$ cat config.mk
export PLATFORM = sky130hd
export DESIGN_NAME = shift_deserializer
export DESIGN_NICKNAME = d
export VERILOG_FILES = /design/src/rtl/shift_pkg.sv /design/src/rtl/out_buffer.sv /design/src/rtl/shift_deserializer.sv
export SDC_FILE = /design/constraint.sdc
export NUM_CORES = 1
export LEC_CHECK = 0
export BUFFER_PORTS_ARGS = -buffer_cell sky130_fd_sc_hd__buf_2
export CAP_MARGIN = 20
export CORE_AREA = 2 2 65 43
export CTS_CLUSTER_DIAMETER = 120
export DETAILED_ROUTE_END_ITERATION = 10
export DIE_AREA = 0 0 67 45
export GPL_TIMING_DRIVEN = 0
export PLACE_DENSITY = 0.53
export SYNTH_ARGS = -nofsm -noshare
export SYNTH_HDL_FRONTEND = slang
export SYNTH_SLANG_ARGS = --single-unit
$ cat constraint.sdc
create_clock -name clk -period 2.48 [get_ports clk]
set_clock_uncertainty 0.05 [all_clocks]
set_input_delay 0.248 -clock clk [delete_from_list [all_inputs] [get_ports clk]]
set_output_delay 0.248 -clock clk [all_outputs]
set_load 0.02 [all_outputs]
$ cat src/rtl/shift_pkg.sv
// Shared types and helpers for the shift/serializer datapath.
package shift_pkg;

  typedef enum logic {
    IDLE  = 1'b0,
    SHIFT = 1'b1
  } state_t;

  // Bit-order selectors for the MSB_FIRST parameter.
  localparam bit DIR_MSB_FIRST = 1'b1;
  localparam bit DIR_LSB_FIRST = 1'b0;

  // Bit-count width; one extra bit so WIDTH itself is representable.
  function automatic int unsigned cnt_w(input int unsigned width);
    return $clog2(width) + 1;
  endfunction

endpackage

$ cat src/rtl/out_buffer.sv
// One-entry valid/ready output register with load, drain, overrun and clear.
module out_buffer #(
  parameter int unsigned WIDTH = 4
) (
  input  logic             clk,
  input  logic             rst,
  input  logic             clear,
  input  logic             load,
  input  logic [WIDTH-1:0] load_data,
  input  logic             ready,
  output logic [WIDTH-1:0] data,
  output logic             valid,
  output logic             overrun
);

  logic free;

  // A word being drained this cycle frees the slot for a simultaneous load.
  assign free = !valid || ready;

  always_ff @(posedge clk or posedge rst) begin
    if (rst) begin
      data    <= '0;
      valid   <= 1'b0;
      overrun <= 1'b0;
    end else if (clear) begin
      valid   <= 1'b0;
      overrun <= 1'b0;
    end else if (load) begin
      if (free) begin
        data  <= load_data;
        valid <= 1'b1;
      end else begin
        overrun <= 1'b1;
      end
    end else if (valid && ready) begin
      valid <= 1'b0;
    end
  end

endmodule

$ cat src/rtl/shift_deserializer.sv
// Serial-in, parallel-out receiver: shifts one bit per strobe into a word
// and hands completed words to a one-entry valid/ready buffer.
module shift_deserializer
  import shift_pkg::*;
#(
  parameter int unsigned WIDTH     = 4,
  parameter bit          MSB_FIRST = DIR_MSB_FIRST
) (
  input  logic                      clk,
  input  logic                      rst,
  input  logic                      s_valid,
  input  logic                      s_bit,
  input  logic                      clear,
  output logic [WIDTH-1:0]          m_data,
  output logic                      m_valid,
  input  logic                      m_ready,
  output logic                      busy,
  output logic                      overrun,
  output logic [cnt_w(WIDTH)-1:0]   bit_cnt
);

  localparam int unsigned CW = cnt_w(WIDTH);

  state_t           state_q, state_d;
  logic [CW-1:0]    cnt_q, cnt_d;
  logic [WIDTH-1:0] sr_q, sr_d, sr_shift;
  logic             complete;

  always_ff @(posedge clk or posedge rst) begin
    if (rst) begin
      state_q <= IDLE;
      cnt_q   <= '0;
      sr_q    <= '0;
    end else begin
      state_q <= state_d;
      cnt_q   <= cnt_d;
      sr_q    <= sr_d;
    end
  end

  assign sr_shift = MSB_FIRST ? {sr_q[WIDTH-2:0], s_bit}
                              : {s_bit, sr_q[WIDTH-1:1]};

  // clear wins over an offered bit; the bit counter wraps explicitly.
  always_comb begin
    state_d  = state_q;
    cnt_d    = cnt_q;
    sr_d     = sr_q;
    complete = 1'b0;
    if (clear) begin
      state_d = IDLE;
      cnt_d   = '0;
    end else if (s_valid) begin
      sr_d = sr_shift;
      case (state_q)
        IDLE: begin
          state_d = SHIFT;
          cnt_d   = CW'(1);
        end
        SHIFT: begin
          if (cnt_q == CW'(WIDTH - 1)) begin
            state_d  = IDLE;
            cnt_d    = '0;
            complete = 1'b1;
          end else begin
            cnt_d = cnt_q + CW'(1);
          end
        end
        default: begin
          state_d = IDLE;
          cnt_d   = '0;
        end
      endcase
    end
  end

  assign bit_cnt = cnt_q;
  assign busy    = (cnt_q != '0);

  out_buffer #(
    .WIDTH(WIDTH)
  ) u_out_buffer (
    .clk       (clk),
    .rst       (rst),
    .clear     (clear),
    .load      (complete),
    .load_data (sr_shift),
    .ready     (m_ready),
    .data      (m_data),
    .valid     (m_valid),
    .overrun   (overrun)
  );

endmodule

==> flow_summary_export.csv <==
group,metric,value,unit
power_and_ir_drop,powerDensity,647,mW/mm^2
final_layout,diodes,0,
worst_setup_path,max_stage_delay,400,ps
routing,m1WireLength,524,microns
clock_tree,htree_num_levels,1,
power_and_ir_drop,p_clk_share,38.6,%
worst_setup_path,cpMaxStageDelayCell,"dfrtp_1",
grt,globalRouteTotalUtil,7.99,%
synth,synth_area,572,sq um
floorplanning,core,0.00238,sq mm
clock_tree,numCtsBuffers,3,
placement,placed_area,682,sq um
worst_setup_path,path_delay_family,"simple AND/OR/NAND/NOR gates",
routing,wl_met3,72,microns
synth,yosys_warnings,0,
synth,ys_seq_elements,13,
clock_tree,clk_pin_slew,50,ps
worst_setup_path,arrival,1810,ps
placement,port_buffers,14,
worst_setup_path,path_buf_inv,0,
timing,max_freq,576,MHz
run,maxCapViolCount,0,
run_status,violations,"hold timing",
clock_tree,cts_root_buf,"clkbuf_8",
worst_setup_path,reg2reg_depth,4,
timing,max_slew_margin,67.6,%
routing,wire_per_inst,10.6,microns
routing,ant_nets,0,
floorplanning,initial_core_util,24.0,%
routing,drc_errors,0,
final_layout,nets,73,
final_layout,fin_area,727,sq um
synth,synth.distinct_cells,17,
worst_setup_path,r2r_setup_slack,740,ps
synth,syn-num-nets,54,
timing,slew_viol_final,0,
worst_setup_path,worstReg2RegEnd,"u_out_buffer.data[0]$_DFFE_PP0P_",
final_layout,layout-drive-gt1-share,40.6,%
hold_path,hold_path.class,"in -> async",
power_and_ir_drop,p_comb_share,10.1,%
floorplanning,die-area,0.00302,sq mm
synth,ys_seq_area_share,56.9,%
clock_tree,clk_path_buf_depth,2,
synth,syn_area_per_cell,12.4,sq um
clock_tree,clkSinkCount,13,
power_and_ir_drop,seqPwrFrac,51.3,%
timing,fin_setup_tns,0,ps
worst_setup_path,crit_fanout,5,
final_layout,multi_input_area,228,sq um
grt,grt_pass1_wl,1680,microns
placement,gp_congestion,0.790,
power_and_ir_drop,max-vdd-ir-drop,0.000213,V
routing,vias_per_cell,4.08,
placement,dp.final_hpwl,738,microns
clock_tree,post_cts_buffers,0,
grt,grt_max_degree,14,
clock_tree,cts-resized-gates,0,
worst_setup_path,critPathKind,"reg -> reg",
final_layout,area_growth,27.1,%
timing,worst_slew_pin_slew,485,ps
synth,syn_inst,46,
final_layout,fillers,268,
clock_tree,cts_hold_buf,0,
power_and_ir_drop,p_sw_share,22.5,%
run_status,status,"finished with violations",
grt,first_global_vias,381,
timing,finalHoldViolations,13,
floorplanning,rows,14,
timing,whs,-30.2,ps
routing,vias,392,
floorplanning,io_pins,16,
timing,finalCritPeriodShare,70.0,%
worst_setup_path,startpoint_type,"register",
clock_tree,clk_latency,240,ps
grt,grt_overflow,0,
power_and_ir_drop,p_leak,0.000367,uW
power_and_ir_drop,switchingPower,106,uW
timing,period_minus_slack,1740,ps
timing,setup_viol,0,
worst_setup_path,end_kind,"register",
routing,initialDrtViolationCount,20,
timing,rsz0062_at_grt,"no",
routing,top_layer_used,"met4",
floorplanning,die_w,67,microns
worst_setup_path,required,2550,ps
worst_setup_path,cp_cell_sequence,"ha_1 -> and4b_4 -> nor3b_4 -> mux2_2",
routing,dr.pass1.iters,4,
worst_setup_path,r2r_start,"bit_cnt[0]$_DFFE_PP0P_",
power_and_ir_drop,power.internal,365,uW
floorplanning,die_h,45,microns
final_layout,seqCellArea,325,sq um
clock_tree,cts_tree,"built",
routing,wl_met2,410,microns
grt,antenna_found_initial,0,
routing,drt_wl_total,1020,microns
-- placed cells by master (no fill, tap or decap), drive strengths merged, types with 2 or more instances in the layout --
master | synthesis | layout
clkbuf | 1 | 5
buf | 0 | 14
nor2b | 2 | 2
a21oi | 2 | 2
nor2 | 5 | 5
inv | 4 | 4
mux2 | 7 | 7
nand2b | 2 | 2
dfrtp | 13 | 13
ha | 2 | 2
-- synthesized netlist by cell type --
master / number / area, sq um
a311oi_1: 1 / 8.76
ha_1: 2 / 25.0
a211oi_1: 1 / 7.51
nand2_1: 1 / 3.75
inv_1: 4 / 15.0
a21oi_1: 2 / 10.0
nor2b_1: 2 / 12.5
dfrtp_1: 13 / 325
nor2_1: 5 / 18.8
nand2b_1: 2 / 12.5
and4b_4: 1 / 13.8
a21o_1: 1 / 7.51
nand3_1: 1 / 5.00
clkbuf_1: 1 / 3.75
mux2_2: 7 / 78.8
nor3b_4: 1 / 18.8
nor3_1: 1 / 5.00
-- power by group through the flow --
stage / sequential [uW] / clock [uW] / combinational [uW]
floorplan: 246 / 0 / 29.0
global placement: 244 / 0 / 47.5
detailed placement: 245 / 0 / 48.0
CTS: 241 / 189 / 49.0
global route: 243 / 203 / 53.0
finish: 241 / 182 / 47.5
-- kinds of logic (layout without fill, tap and decap cells) --
kind of cell	count (synthesis)	count (layout)	synth area share, %
buffers and inverters	5	23	3.28
AO/OA/AOI/OAI	5	5	5.91
multiplexers	7	7	13.8
adder cells (fa/ha/maj)	2	2	4.38
flip-flops	13	13	56.9
AND/OR/NAND/NOR	14	14	15.8
-- per-stage QoR --
step / setup WS, ps / std cells / power [uW] / hold WS, ps / utilization, %
2_1_floorplan: 766 / 46 / 275 / 75.0 / -
3_3_place_gp: 764 / 92 / 292 / 247 / 28.6
3_5_place_dp: 757 / 92 / 293 / 251 / 28.6
4_1_cts: 746 / 96 / 480 / 2.29 / 30.5
5_1_grt: 653 / 96 / 499 / 20.6 / 30.5
6_report: 745 / 96 / 470 / -30.2 / 30.5
-- layer usage --
metal | GRT usage (%) | vias to the layer above
met1 | 10.4 | 184
met2 | 10.3 | 10
met5 | 0 | -
met3 | 4.99 | 2
met4 | 3.67 | 0
li1 | - | 196
-- area by class of cell --
type,instances,area share (%)
flip-flops and latches,13,44.8
multi-input cells,28,31.3
repair buffers,14,9.64
clock buffers,4,6.20
well taps,32,5.51
inverters,4,2.07
plain buffers,1,0.516
-- registers in the layout, indices dropped and copies added (netlist names) --
name,count
state_q,1
sr_q,3
u_out_buffer.valid,1
u_out_buffer.overrun,1
u_out_buffer.data,4
bit_cnt,3
-- how the worst max path moves through the flow --
stage / cells after the start / startpoint / endpoint
global placement: 4 / bit_cnt[0]$_DFFE_PP0P_ / u_out_buffer.data[1]$_DFFE_PP0P_
floorplan: 4 / bit_cnt[0]$_DFFE_PP0P_ / u_out_buffer.data[0]$_DFFE_PP0P_
detailed placement: 4 / bit_cnt[0]$_DFFE_PP0P_ / u_out_buffer.data[0]$_DFFE_PP0P_
global route: 4 / bit_cnt[0]$_DFFE_PP0P_ / u_out_buffer.data[1]$_DFFE_PP0P_
CTS: 4 / bit_cnt[0]$_DFFE_PP0P_ / u_out_buffer.data[0]$_DFFE_PP0P_
finish: 4 / bit_cnt[0]$_DFFE_PP0P_ / u_out_buffer.data[0]$_DFFE_PP0P_
No activity file was read; power rests on OpenSTA's default activity.
